## config.mk

```make
export PLATFORM = sky130hd
export DESIGN_NAME = id_ex_stage_flat
export DESIGN_NICKNAME = d
export VERILOG_FILES = /design/src/rtl/id_ex_stage_if.sv /design/src/rtl/id_ex_stage.sv /design/src/flat_wrapper.sv
export SDC_FILE = /design/constraint.sdc
export NUM_CORES = 1
export LEC_CHECK = 0
export ABC_AREA = 1
export CORE_MARGIN = 2
export CORE_UTILIZATION = 47
export DETAILED_ROUTE_END_ITERATION = 6
export MAX_ROUTING_LAYER = met4
export PLACE_DENSITY = 0.87
export SLEW_MARGIN = 15
export SYNTH_ARGS = -nofsm -noshare
export SYNTH_HDL_FRONTEND = slang
export SYNTH_SLANG_ARGS = --single-unit
export TNS_END_PERCENT = 30
```

## constraint.sdc

```tcl
create_clock -name clk -period 11.2 [get_ports clk]
set_input_delay 2.24 -clock clk [delete_from_list [all_inputs] [get_ports clk]]
set_output_delay 2.24 -clock clk [all_outputs]
set_load 0.1 [all_outputs]
```

## src/rtl/id_ex_stage_if.sv

```systemverilog
// id_ex_stage_if: decode-side, forwarding and ALU-side signals of the ID/EX stage
interface id_ex_stage_if #(parameter int DW = 32, parameter int RW = 5);
  logic in_valid, in_ready, flush;
  logic [DW-1:0] rs_data, rt_data, imm;
  logic [RW-1:0] rs_idx, rt_idx, rd_idx;
  logic [1:0] alu_op;
  logic [5:0] funct;
  logic alu_src, reg_dst;
  logic [3:0] ctl_in;
  logic exmem_wr, memwb_wr;
  logic [RW-1:0] exmem_rd, memwb_rd;
  logic [DW-1:0] exmem_data, memwb_data;
  logic out_valid, out_ready, illegal_op;
  logic [3:0] alu_ctl, ctl_out;
  logic [DW-1:0] alu_a, alu_b, store_data;
  logic [RW-1:0] dest_idx;
  modport master (
    output in_valid, flush, rs_data, rt_data, imm, rs_idx, rt_idx, rd_idx, alu_op, funct,
           alu_src, reg_dst, ctl_in, exmem_wr, exmem_rd, exmem_data, memwb_wr, memwb_rd,
           memwb_data, out_ready,
    input  in_ready, out_valid, alu_ctl, alu_a, alu_b, store_data, dest_idx, ctl_out, illegal_op
  );
  modport slave (
    input  in_valid, flush, rs_data, rt_data, imm, rs_idx, rt_idx, rd_idx, alu_op, funct,
           alu_src, reg_dst, ctl_in, exmem_wr, exmem_rd, exmem_data, memwb_wr, memwb_rd,
           memwb_data, out_ready,
    output in_ready, out_valid, alu_ctl, alu_a, alu_b, store_data, dest_idx, ctl_out, illegal_op
  );
endinterface

```

## src/rtl/id_ex_stage.sv

```systemverilog
// id_ex_stage: ID/EX pipeline register with ALU control decode and EX/MEM, MEM/WB forwarding
module id_ex_stage #(parameter int DW = 32, parameter int RW = 5) (
  input logic clk,
  input logic reset,
  id_ex_stage_if.slave bus
);
  logic valid, take, illegal_q, src_q;
  logic [3:0] ctl_q, cout_q, r_ctl, dec_ctl;
  logic [RW-1:0] dest_q, rs_q, rt_q;
  logic [DW-1:0] rs_d, rt_d, imm_q, fwd_a, fwd_b;
  assign take = bus.in_valid && bus.in_ready;
  // R-type funct lookup feeding the ALUOp-level decode; 15 marks an unsupported funct
  always_comb begin
    r_ctl = bus.funct == 6'h20 ? 4'd2 :
            bus.funct == 6'h22 ? 4'd6 :
            bus.funct == 6'h24 ? 4'd0 :
            bus.funct == 6'h25 ? 4'd1 :
            bus.funct == 6'h2A ? 4'd7 :
            bus.funct == 6'h27 ? 4'd12 : 4'd15;
    dec_ctl = bus.alu_op == 2'b00 ? 4'd2 :
              bus.alu_op == 2'b01 ? 4'd6 :
              bus.alu_op == 2'b11 ? 4'd1 : r_ctl;
  end
  // Pipeline register: flush beats capture, capture beats consume, otherwise hold
  always_ff @(posedge clk or posedge reset) begin
    if (reset) begin
      valid <= 1'b0;
      ctl_q <= '0;
      illegal_q <= 1'b0;
      dest_q <= '0;
      cout_q <= '0;
      rs_d <= '0;
      rt_d <= '0;
      imm_q <= '0;
      rs_q <= '0;
      rt_q <= '0;
      src_q <= 1'b0;
    end else if (bus.flush) begin
      valid <= 1'b0;
    end else if (take) begin
      valid <= 1'b1;
      ctl_q <= dec_ctl;
      illegal_q <= bus.alu_op == 2'b10 && r_ctl == 4'd15;
      dest_q <= bus.reg_dst ? bus.rd_idx : bus.rt_idx;
      cout_q <= bus.ctl_in;
      rs_d <= bus.rs_data;
      rt_d <= bus.rt_data;
      imm_q <= bus.imm;
      rs_q <= bus.rs_idx;
      rt_q <= bus.rt_idx;
      src_q <= bus.alu_src;
    end else if (bus.out_ready) begin
      valid <= 1'b0;
    end
  end
  // Forwarding from the held indices, re-evaluated every cycle so a stalled op sees new results
  always_comb begin
    fwd_a = (bus.exmem_wr && bus.exmem_rd == rs_q && rs_q != '0) ? bus.exmem_data :
            (bus.memwb_wr && bus.memwb_rd == rs_q && rs_q != '0) ? bus.memwb_data : rs_d;
    fwd_b = (bus.exmem_wr && bus.exmem_rd == rt_q && rt_q != '0) ? bus.exmem_data :
            (bus.memwb_wr && bus.memwb_rd == rt_q && rt_q != '0) ? bus.memwb_data : rt_d;
  end
  assign bus.in_ready = !valid || bus.out_ready;
  assign bus.out_valid = valid;
  assign bus.alu_ctl = ctl_q;
  assign bus.illegal_op = illegal_q;
  assign bus.dest_idx = dest_q;
  assign bus.ctl_out = cout_q;
  assign bus.alu_a = fwd_a;
  assign bus.alu_b = src_q ? imm_q : fwd_b;
  assign bus.store_data = fwd_b;
endmodule

```

## src/flat_wrapper.sv

```systemverilog
// flat-port wrapper written by rule: the top's interface ports become plain ports
module id_ex_stage_flat 
#(parameter int DW = 32, parameter int RW = 5)
  (clk, reset, bus_in_valid, bus_flush, bus_rs_data, bus_rt_data, bus_imm, bus_rs_idx, bus_rt_idx, bus_rd_idx, bus_alu_op, bus_funct, bus_alu_src, bus_reg_dst, bus_ctl_in, bus_exmem_wr, bus_exmem_rd, bus_exmem_data, bus_memwb_wr, bus_memwb_rd, bus_memwb_data, bus_out_ready, bus_in_ready, bus_out_valid, bus_alu_ctl, bus_alu_a, bus_alu_b, bus_store_data, bus_dest_idx, bus_ctl_out, bus_illegal_op);
  id_ex_stage_if #(.DW(DW), .RW(RW)) bus_i ();
  input logic clk;
  input logic reset;
  input wire logic [$bits(bus_i.in_valid)-1:0] bus_in_valid;
  input wire logic [$bits(bus_i.flush)-1:0] bus_flush;
  input wire logic [$bits(bus_i.rs_data)-1:0] bus_rs_data;
  input wire logic [$bits(bus_i.rt_data)-1:0] bus_rt_data;
  input wire logic [$bits(bus_i.imm)-1:0] bus_imm;
  input wire logic [$bits(bus_i.rs_idx)-1:0] bus_rs_idx;
  input wire logic [$bits(bus_i.rt_idx)-1:0] bus_rt_idx;
  input wire logic [$bits(bus_i.rd_idx)-1:0] bus_rd_idx;
  input wire logic [$bits(bus_i.alu_op)-1:0] bus_alu_op;
  input wire logic [$bits(bus_i.funct)-1:0] bus_funct;
  input wire logic [$bits(bus_i.alu_src)-1:0] bus_alu_src;
  input wire logic [$bits(bus_i.reg_dst)-1:0] bus_reg_dst;
  input wire logic [$bits(bus_i.ctl_in)-1:0] bus_ctl_in;
  input wire logic [$bits(bus_i.exmem_wr)-1:0] bus_exmem_wr;
  input wire logic [$bits(bus_i.exmem_rd)-1:0] bus_exmem_rd;
  input wire logic [$bits(bus_i.exmem_data)-1:0] bus_exmem_data;
  input wire logic [$bits(bus_i.memwb_wr)-1:0] bus_memwb_wr;
  input wire logic [$bits(bus_i.memwb_rd)-1:0] bus_memwb_rd;
  input wire logic [$bits(bus_i.memwb_data)-1:0] bus_memwb_data;
  input wire logic [$bits(bus_i.out_ready)-1:0] bus_out_ready;
  output wire logic [$bits(bus_i.in_ready)-1:0] bus_in_ready;
  output wire logic [$bits(bus_i.out_valid)-1:0] bus_out_valid;
  output wire logic [$bits(bus_i.alu_ctl)-1:0] bus_alu_ctl;
  output wire logic [$bits(bus_i.alu_a)-1:0] bus_alu_a;
  output wire logic [$bits(bus_i.alu_b)-1:0] bus_alu_b;
  output wire logic [$bits(bus_i.store_data)-1:0] bus_store_data;
  output wire logic [$bits(bus_i.dest_idx)-1:0] bus_dest_idx;
  output wire logic [$bits(bus_i.ctl_out)-1:0] bus_ctl_out;
  output wire logic [$bits(bus_i.illegal_op)-1:0] bus_illegal_op;
  assign bus_i.in_valid = bus_in_valid;
  assign bus_i.flush = bus_flush;
  assign bus_i.rs_data = bus_rs_data;
  assign bus_i.rt_data = bus_rt_data;
  assign bus_i.imm = bus_imm;
  assign bus_i.rs_idx = bus_rs_idx;
  assign bus_i.rt_idx = bus_rt_idx;
  assign bus_i.rd_idx = bus_rd_idx;
  assign bus_i.alu_op = bus_alu_op;
  assign bus_i.funct = bus_funct;
  assign bus_i.alu_src = bus_alu_src;
  assign bus_i.reg_dst = bus_reg_dst;
  assign bus_i.ctl_in = bus_ctl_in;
  assign bus_i.exmem_wr = bus_exmem_wr;
  assign bus_i.exmem_rd = bus_exmem_rd;
  assign bus_i.exmem_data = bus_exmem_data;
  assign bus_i.memwb_wr = bus_memwb_wr;
  assign bus_i.memwb_rd = bus_memwb_rd;
  assign bus_i.memwb_data = bus_memwb_data;
  assign bus_i.out_ready = bus_out_ready;
  assign bus_in_ready = bus_i.in_ready;
  assign bus_out_valid = bus_i.out_valid;
  assign bus_alu_ctl = bus_i.alu_ctl;
  assign bus_alu_a = bus_i.alu_a;
  assign bus_alu_b = bus_i.alu_b;
  assign bus_store_data = bus_i.store_data;
  assign bus_dest_idx = bus_i.dest_idx;
  assign bus_ctl_out = bus_i.ctl_out;
  assign bus_illegal_op = bus_i.illegal_op;
  id_ex_stage #(.DW(DW), .RW(RW)) u_core (.clk(clk), .reset(reset), .bus(bus_i));
endmodule
```

==> run summary <==
Outcome - finished clean
Placed instance count - 1560
Clock skew - 0.00834 ns
Initial antenna violation count - 2
Clock Latency Late Sink - 0.42 ns
Final Setup Violations - 0
Post-Place Cell Area - 10800 sq um
Seq cells post-synth - 122
Post-DRT Antenna Nets - 0
Non-Filler Instances - 1594
CTS buffer count - 17
Setup TNS - 0 ns
Top-count cell post-synth - nand2_1
CP delay by family, top - simple AND/OR/NAND/NOR gates
Commonest cells in the netlist - nand2_1 (409), nand3_1 (136), dfrtp_1 (122)
Dominant cells by area after synthesis - dfrtp_1 (40%), nand2_1 (20%), nand3_1 (8.9%)
Synth Warn # - 0
Placer Congestion - 0.914
TritonCTS clock tree - yes
RR Startpoint - u_core.bus.out_valid
Post-CTS sizing - 0
Vias in the first global route - 8518
Worst setup path start - bus_exmem_rd[4]
Fin crit share - 77.1%
Total track usage - 33.1%
CTS Hold Bufs - 0
I/O pins - 318
Peak VDD IR - 0.000133 V
CP bufs+invs - 3
Vias per inst - 5.36
Vias - 8540
Design area - 11400 sq um
Share of cells above drive strength 1 - 8.87%
Post-CTS Setup Inserts - 0
LEAKAGE - 5.57 nW
Nets - 1569
CP Capture Point - bus_alu_b[0]
Rows - 46
Worst Path Arrival - 6.39 ns
Cell count after synthesis - 1088
Endpoint class of the critical path - output pin
Total wire length - 27.9 mm
Worst path depth - 10
Min Tclk post-route - 8.63 ns
RSZ-0062 raised after global routing - false
Kind of start point of the critical path - input pin
Die area - 17300 sq um
Worst-Margin Slew - 1.06 ns
Yosys top cell area share - 39.8%
Max Cap Viol - 0
Max-slew violations - 0
Main synth FF type - dfrtp_1
Post-synth ARST share - 100%
Library cells used by synthesis - 29
Reg2reg setup slack - 7.75 ns
CTS H-tree lvls - 4
Largest net degree at the start of global routing - 91
Die width - 132 um
Worst-path clk slew - 0.05 ns
DRC - 0
CP max stage delay - 1.14 ns
Drt first-iter violations - 738
DP Worst Slack - 2.61 ns
Worst R2R Path Depth - 10
Crit-path cells - clkdlybuf4s50_1 > inv_1 > nand2_1 > nand4_1 > nor2_4 > nand2_2 > nand3_1 > nand3_1 > nand2_1 > clkdlybuf4s50_1
Global-route wire length before repair - 44.0 mm
R2r endpoint - u_core.bus.illegal_op
Crit Path Category - in -> out
Maximum clock rate - 0.116 GHz
Placed wire-length estimate - 19.3 mm
Number of synthesized flops with an enable pin - 0
Initial DRT Pass Iterations - 7
Mapped cell area - 7660 sq um
Synth Net Count - 1294
Core area - 15900 sq um
WP data required - 8.96 ns
Worst-path maximum fanout - 33
Register area share after synthesis - 39.8%
CP max stage cell - clkdlybuf4s50_1
Routed wire length per instance - 17.5 um
HP Class - reg -> reg
# fillers - 1267
Leading area contributor after synthesis - dfrtp_1
Power Dens Cells - 200 nW/um^2
Vert. Die Dim - 132 um
Clock root cell - clkbuf_16
Worst setup margin - 2.57 ns
Initial Util - 48.2%
Fin. Hold Viols - 0
CTS Sinks - 122
Layout area overhead - 49.1%
Gr ovfl total - 0
Max_slew headroom - 29.0%
Post-Syn Area per Cell - 7.04 sq um
Clock buffer depth - 2
I/O Buffers - 317
==> final cells by class <==
cell class	count	area [sq um]	area share, %
diodes	2	5.00	0.0438
inverters	103	392	3.43
well taps	216	270	2.37
repair buffers	322	3210	28.1
flip-flops and latches	122	3050	26.7
multi-input cells	797	3870	33.9
clock inverters	12	171	1.50
clock buffers	20	447	3.91
==> cells in the final DEF, fill, tap and decap left out, drive strengths merged <==
| cell type | instances |
|---|---|
| nand3b | 33 |
| clkbuf | 20 |
| bufinv | 4 |
| a21oi | 6 |
| buf | 5 |
| clkinvlp | 3 |
| o22ai | 1 |
| clkdlybuf4s50 | 317 |
| o21ai | 82 |
| clkinv | 4 |
| nand3 | 167 |
| and2 | 32 |
| dfrtp | 122 |
| xor2 | 1 |
| o211ai | 4 |
| xnor2 | 3 |
| inv | 104 |
| nand4 | 5 |
| nor2 | 16 |
| nor3 | 2 |
| diode | 2 |
| nand2 | 445 |
==> worst min path at each step <==
stage,startpoint,endpoint,slack [ns],depth (start not counted)
finish,u_core.imm_q[20],u_core.imm_q[20],0.48,2
global route,u_core.rt_d[0],u_core.rt_d[0],0.50,2
CTS,u_core.imm_q[23],u_core.imm_q[23],0.48,2
floorplan,u_core.imm_q[30],u_core.imm_q[30],0.45,2
detailed placement,u_core.bus.dest_idx[2],u_core.bus.dest_idx[2],0.46,2
global placement,u_core.imm_q[28],u_core.imm_q[28],0.46,2
==> through the flow <==
step	power [W]	hold WS (ns)	utilization, %
finish	0.00228	0.477	71.9
global route	0.00236	0.500	71.9
CTS	0.00229	0.480	71.9
detailed placement	0.00170	0.464	68.0
global placement	0.00169	0.461	68.0
floorplan	0.00139	0.449	-
==> worst register-to-register path: cells and delay by family (launching register included) <==
family | cells | cell delay (ns)
AOI/OAI and AO/OA | 1 | 0.33
buffers and inverters | 4 | 1.76
DFF | 1 | 0.39
and+or+nand+nor | 5 | 0.90
==> logic make-up (layout without fill, tap and decap cells) <==
logic type / Yosys count / after routing / share of synthesized area, %
compound gates: 93 / 93 / 6.22
flops: 122 / 122 / 39.8
simple gates: 700 / 700 / 43.6
buf+inv: 169 / 457 / 9.83
xor+xnor: 4 / 4 / 0.457
other cells: 0 / 2 / 0
==> routing by layer <==
| layer | GRT usage [%] | share of wire (%) | up-vias |
|---|---|---|---|
| met5 | - | 0 | - |
| met4 | 15.6 | 4.0 | 0 |
| li1 | - | - | 3995 |
| met2 | 53.1 | 48 | 493 |
| met3 | 7.18 | 8.8 | 82 |
| met1 | 39.8 | 39 | 3970 |
==> state kept, by name, summed over array words and instances (netlist names) <==
name / count
u_core.imm_q: 32
u_core.bus.alu_ctl: 4
u_core.bus.dest_idx: 5
u_core.rt_d: 32
u_core.src_q: 1
u_core.bus.illegal_op: 1
u_core.bus.out_valid: 1
u_core.rs_q: 5
u_core.rs_d: 32
u_core.rt_q: 5
u_core.bus.ctl_out: 4
==> power breakdown <==
group / leakage (nW) / internal, W / total, W / switching [W]
sequential: 1.51 / 0.000507 / 0.000546 / 0.0000391
combinational: 3.77 / 0.000293 / 0.00116 / 0.000863
clock: 0.296 / 0.000377 / 0.000582 / 0.000205
total: 5.57 / 0.00118 / 0.00228 / 0.00111
(Power assumes the default switching activity.)
